File: src/rtl/if_fetch_unit_pkg.sv
// Shared types and helpers for the instruction-fetch stage.
package if_fetch_unit_pkg;

  localparam int PC_BUS   = 32;
  localparam int DATA_BUS = 32;

  localparam logic [DATA_BUS-1:0] NOP_INSTR_DEFAULT = 32'h0000_0000;

  typedef enum logic [1:0] {
    ST_REQ  = 2'd0,
    ST_WAIT = 2'd1,
    ST_DROP = 2'd2
  } fetch_state_t;

  function automatic logic [PC_BUS-1:0] word_align(input logic [PC_BUS-1:0] addr);
    return addr & ~PC_BUS'(3);
  endfunction

  // Wraps modulo 2^32 by construction of the fixed-width add.
  function automatic logic [PC_BUS-1:0] next_pc(input logic [PC_BUS-1:0] addr);
    return addr + PC_BUS'(4);
  endfunction

endpackage

File: src/rtl/if_fetch_unit_skid.sv
// One-entry {pc,instr} holding register used while decode is stalled.
module fetch_skid_buf
  import if_fetch_unit_pkg::*;
(
  input  logic                clk,
  input  logic                reset_n,
  input  logic                load,
  input  logic                clear,
  input  logic [PC_BUS-1:0]   load_pc,
  input  logic [DATA_BUS-1:0] load_instr,
  output logic                valid,
  output logic [PC_BUS-1:0]   pc,
  output logic [DATA_BUS-1:0] instr
);

  // A load in the same cycle as a clear keeps the new entry.
  always_ff @(posedge clk or negedge reset_n) begin
    if (!reset_n) begin
      valid <= 1'b0;
    end else if (load) begin
      valid <= 1'b1;
    end else if (clear) begin
      valid <= 1'b0;
    end
  end

  always_ff @(posedge clk) begin
    if (load) begin
      pc    <= load_pc;
      instr <= load_instr;
    end
  end

endmodule

File: src/rtl/if_fetch_unit.sv
// Instruction-fetch stage: owns the fetch PC, runs a one-outstanding imem
// handshake, and presents pc/instr/if_valid to the IF/ID register.
module if_fetch_unit
  import if_fetch_unit_pkg::*;
#(
  parameter logic [PC_BUS-1:0]   RESET_PC  = 32'h0000_0000,
  parameter logic [DATA_BUS-1:0] NOP_INSTR = NOP_INSTR_DEFAULT
) (
  input  logic                clk,
  input  logic                reset_n,
  input  logic                cu_stall,
  input  logic                cu_redirect,
  input  logic [PC_BUS-1:0]   redirect_pc,
  output logic                imem_req,
  output logic [PC_BUS-1:0]   imem_addr,
  input  logic                imem_ready,
  input  logic                imem_rvalid,
  input  logic [DATA_BUS-1:0] imem_rdata,
  output logic [PC_BUS-1:0]   pc,
  output logic [DATA_BUS-1:0] instr,
  output logic                if_valid
);

  fetch_state_t        state;
  logic [PC_BUS-1:0]   fetch_pc;
  logic                skid_valid;
  logic [PC_BUS-1:0]   skid_pc;
  logic [DATA_BUS-1:0] skid_instr;

  logic accept;
  logic resp;
  logic out_free;
  logic resp_to_out;
  logic skid_load;
  logic skid_clear;

  // A full skid buffer throttles new requests so at most two words are ever held.
  assign imem_req    = reset_n & (state == ST_REQ) & ~skid_valid;
  assign imem_addr   = fetch_pc;
  assign accept      = imem_req & imem_ready;
  assign resp        = (state == ST_WAIT) & imem_rvalid & ~cu_redirect;
  assign out_free    = ~if_valid | ~cu_stall;
  assign resp_to_out = resp & out_free & ~skid_valid;
  assign skid_load   = resp & ~resp_to_out;
  assign skid_clear  = cu_redirect | (out_free & skid_valid);

  fetch_skid_buf u_skid (
    .clk        (clk),
    .reset_n    (reset_n),
    .load       (skid_load),
    .clear      (skid_clear),
    .load_pc    (fetch_pc),
    .load_instr (imem_rdata),
    .valid      (skid_valid),
    .pc         (skid_pc),
    .instr      (skid_instr)
  );

  always_ff @(posedge clk or negedge reset_n) begin
    if (!reset_n) begin
      state    <= ST_REQ;
      fetch_pc <= RESET_PC;
    end else if (cu_redirect) begin
      fetch_pc <= word_align(redirect_pc);
      // A response still owed by memory must be swallowed in DROP.
      case (state)
        ST_REQ:  state <= accept ? ST_DROP : ST_REQ;
        ST_WAIT: state <= imem_rvalid ? ST_REQ : ST_DROP;
        ST_DROP: state <= imem_rvalid ? ST_REQ : ST_DROP;
        default: state <= ST_REQ;
      endcase
    end else begin
      case (state)
        ST_REQ: begin
          if (accept) state <= ST_WAIT;
        end
        ST_WAIT: begin
          if (imem_rvalid) begin
            fetch_pc <= next_pc(fetch_pc);
            state    <= ST_REQ;
          end
        end
        ST_DROP: begin
          if (imem_rvalid) state <= ST_REQ;
        end
        default: state <= ST_REQ;
      endcase
    end
  end

  // Output register: skid contents are older than a fresh response, so they go first.
  always_ff @(posedge clk or negedge reset_n) begin
    if (!reset_n) begin
      if_valid <= 1'b0;
      pc       <= RESET_PC;
      instr    <= NOP_INSTR;
    end else if (cu_redirect) begin
      if_valid <= 1'b0;
      instr    <= NOP_INSTR;
    end else if (out_free) begin
      if (skid_valid) begin
        if_valid <= 1'b1;
        pc       <= skid_pc;
        instr    <= skid_instr;
      end else if (resp_to_out) begin
        if_valid <= 1'b1;
        pc       <= fetch_pc;
        instr    <= imem_rdata;
      end else begin
        if_valid <= 1'b0;
        instr    <= NOP_INSTR;
      end
    end
  end

endmodule

File: config.mk
export PLATFORM = sky130hd
export DESIGN_NAME = if_fetch_unit
export DESIGN_NICKNAME = d
export VERILOG_FILES = /design/src/rtl/if_fetch_unit_pkg.sv /design/src/rtl/if_fetch_unit_skid.sv /design/src/rtl/if_fetch_unit.sv
export SDC_FILE = /design/constraint.sdc
export NUM_CORES = 1
export LEC_CHECK = 0
export CORE_ASPECT_RATIO = 2
export CORE_MARGIN = 2
export CORE_UTILIZATION = 45
export DETAILED_ROUTE_END_ITERATION = 7
export GPL_TIMING_DRIVEN = 0
export PLACE_DENSITY_LB_ADDON = 0.3
export SLEW_MARGIN = 25
export SYNTH_ARGS = -nofsm -noshare
export SYNTH_HDL_FRONTEND = slang
export SYNTH_SLANG_ARGS = --single-unit
File: constraint.sdc
create_clock -name clk -period 16.1 [get_ports clk]
set_input_delay 4.025 -clock clk [delete_from_list [all_inputs] [get_ports clk]]
set_output_delay 4.025 -clock clk [all_outputs]
set_load 0.02 [all_outputs]
==> impl_metrics.csv <==
group,metric,value,unit
outcome,outcome,"completed",
sta,timing.clock.skew,0.00817,ns
finish,finish.net_count,836,
finish,drive_gt1_share,6.84,%
placement,io_buffer_count,161,
sta,hold_violations,0,
clock_network,clk_pin_slew,0.06,ns
route,postRouteAntennaNets,0,
worst_setup_path,cp-end-kind,"primary output",
clock_network,postCtsResizedCells,0,
synthesis,synth_cell_type_count,40,
route,route.detailed.drc,0,
synthesis,synth.area.top_cells,"sky130_fd_sc_hd__dfrtp_1 36%, sky130_fd_sc_hd__edfxtp_1 28%, sky130_fd_sc_hd__o21ai_0 5.9%",
worst_setup_path,worst_ep_arrival_time,5.60,ns
synthesis,yosysTopAreaCellShare,36.0,%
sta,maxSlewHeadroom,48.4,%
synthesis,ys_ff_latch,158,
clock_network,clock_tree.buffer_depth,2,
global_route,via_count_of_the_first_global_routing_pass,5218,
route,firstDrtPassIters,5,
worst_setup_path,critical-path-max-stage-delay,0.63,ns
worst_setup_path,path_cells,"buf_6 -> buf_16 -> and3b_1 -> clkdlybuf4s50_1",
die,row_count,63,
synthesis,syn_inst,571,
die,floorplan.initialDensity,45.5,%
route,wire_per_inst,17.9,um
worst_setup_path,worstPathRequired,12.07,ns
clock_network,post_cts_setup_buffers,0,
die,floorplan.die_area,15900,sq um
route,dr.first_iter.drc_count,318,
power_and_ir_drop,power.density,130,nW/um^2
clock_network,numCtsBuffers,17,
sta,layout_min_cycle_time,9.63,ns
synthesis,synth.yosys.seq_area_share,63.9,%
global_route,overflow,0,
finish,area_taken_by_flip_flops_and_latches,4260,sq um
flow_run,max_cap_violations,0,
clock_network,cts.root.buffer_cell,"sky130_fd_sc_hd__clkbuf_16",
placement,post-dp-hpwl,12000,um
finish,areaGrowthSynthToFinish,39.5,%
finish,insertedDiodeCount,0,
synthesis,synthDominantAreaCellType,"sky130_fd_sc_hd__dfrtp_1",
sta,final_slew_viol_count,0,
die,ios,168,
sta,rsz0062_at_grt,"no",
synthesis,dominantRegCellSynth,"sky130_fd_sc_hd__dfrtp_1",
power_and_ir_drop,leakage,3.49,nW
route,detailroute.via_count,5295,
sta,timing.final.crit_share,59.8,%
clock_network,clk-insertion-delay-late,0.42,ns
global_route,grt_start_max_net_pins,56,
worst_setup_path,critical_path_class,"input port to primary output",
sta,achievable-frequency,104,MHz
power_and_ir_drop,vdd_ir_drop_max,0.0797,mV
synthesis,ys_async_sr_fraction,60.8,%
clock_network,cts.hold.buffers_added,0,
worst_hold_path,holdPathStages,2,
sta,tightest_slew,0.775,ns
die,placeableCoreArea,14700,sq um
global_route,grt_first_pass_wirelength,27400,um
worst_setup_path,reg2reg_depth,7,
clock_network,h_tree_levels,4,
worst_setup_path,setup.worst_path.start_class,"input port",
synthesis,synthesized_area_per_cell,11.7,sq um
finish,final-instance-count-excl-fill,970,
worst_setup_path,worst_path_max_delay_cell,"sky130_fd_sc_hd__clkdlybuf4s50_1",
global_route,grtUsageTotal,21.9,%
synthesis,synthesis.yosys.warnings,0,
worst_setup_path,crit_path_max_fanout,55,
clock_network,cts_tree,"built",
finish,n_fill_cell,1225,
sta,post_route_setup_tns,0,ns
placement,globalplace.congestion,0.809,
synthesis,count_of_flip_flops_with_a_built_in_enable_after_synthesis,62,
clock_network,cts_sinks,158,
worst_hold_path,holdCritPathClass,"flop to flop",
placement,placed_cells_incl_taps,938,
route,wl,17300,um
global_route,antenna_found_initial,0,
synthesis,post_synth_instance_area,6680,sq um
route,drt-vias-per-instance,5.46,
finish,multiInputGateArea,2230,sq um
die,dieHeight,176,um
die,chipWidth,90.1,um
sta,report.final.setup_viol,0,
[logic make-up (layout without fill, tap and decap cells)]
family          after synthesis  after routing  synth area share, %
compound gates              145            145                 13.0
xor+xnor                     11             11                 1.44
fa+ha+maj                     4              4                0.750
buf+inv                      45            246                 2.96
flops                       158            158                 63.9
mux                          31             31                 4.65
other cells                   1              4               0.0562
simple gates                176            176                 13.2
[placed cells by master, fill, tap and decap left out, drive strengths merged, types with 4 or more instances in the layout]
cell type,instances
a21oi,4
a22oi,33
a31oi,10
and3,4
and4,7
buf,20
bufinv,6
clkbuf,48
clkdlybuf4s50,160
conb,4
dfrtp,96
edfxtp,62
ha,4
inv,8
mux2i,31
nand2,92
nand3,19
nand4,12
nor2,14
o211ai,7
o21ai,79
o31ai,8
or4,16
xnor2,4
xor2,7
[layout make-up]
type                    instances  area share, %
multi-input cells             371           24.0
well taps                     195           2.62
plain buffers                  40           1.92
flip-flops and latches        158           45.8
inverters                       5          0.202
clock inverters                13           2.51
clock buffers                  19           4.76
repair buffers                169           18.3
[Yosys cell counts (5+ instances only)]
cell type                  number
sky130_fd_sc_hd__inv_1          5
sky130_fd_sc_hd__edfxtp_1      62
sky130_fd_sc_hd__nand4_1       10
sky130_fd_sc_hd__and4_1         7
sky130_fd_sc_hd__dfrtp_1       96
sky130_fd_sc_hd__nand3_1       18
sky130_fd_sc_hd__or4_1         15
sky130_fd_sc_hd__xor2_1         7
sky130_fd_sc_hd__nand2_1       92
sky130_fd_sc_hd__o211ai_1       7
sky130_fd_sc_hd__a22oi_1       33
sky130_fd_sc_hd__buf_4          5
sky130_fd_sc_hd__nor2_1        14
sky130_fd_sc_hd__clkbuf_1      29
sky130_fd_sc_hd__o31ai_1        8
sky130_fd_sc_hd__o21ai_0       79
sky130_fd_sc_hd__mux2i_1       31
sky130_fd_sc_hd__a31oi_1       10
[worst max-delay path: cells and delay by family]
kind	cells	cell delay [ns]
buf+inv	3	1.28
simple gates	1	0.25
[metrics by stage]
step                      util [%]  total power, mW  instance area, sq um  setup slack (ns)  hold WS (ns)
final                         63.5             1.21                  9310              6.47         0.477
after CTS                     63.5             1.22                  9310              6.42         0.484
after global placement        58.3            0.747                  8540              3.04         0.461
after global routing          63.5             1.26                  9310              6.31         0.500
after detailed placement      58.9            0.753                  8640              6.43         0.469
after floorplan                  -            0.614                  6690              6.84         0.509
[routing by layer]
layer  track usage, %  share of wire [%]  vias to the layer above
met5                0                  0                        -
met4             8.72                2.0                        0
met3             4.52                5.0                       21
met2             35.9                 49                      193
met1             28.6                 44                     2591
li1                 -                  -                     2490
[where the power goes]
group | switching, mW | total [mW] | internal, mW
Sequential | 0.0371 | 0.502 | 0.465
Combinational | 0.127 | 0.244 | 0.117
Clock | 0.167 | 0.463 | 0.297
[final timing paths]
check | start | end | slack (ns)
max | reset_n | imem_req | 6.47
min | pc[28]$_DFFE_PN0P_ | pc[28]$_DFFE_PN0P_ | 0.48
max reg2reg | state[1]$_DFFE_PN0P_ | imem_addr[29]$_DFFE_PN0N_ | 13.72
min reg2reg | pc[28]$_DFFE_PN0P_ | pc[28]$_DFFE_PN0P_ | 0.48
max in group asynchronous | reset_n | pc[29]$_DFFE_PN0P_ | 11.97
min in group asynchronous | reset_n | pc[12]$_DFFE_PN0P_ | 3.52
[state kept, by name (all words and copies together) (netlist names)]
signal	count
pc	30
u_skid.valid	1
if_valid	1
u_skid.instr	32
imem_addr	30
u_skid.pc	30
instr	32
state	2
Note: power is estimated with default switching activity, not from simulation.
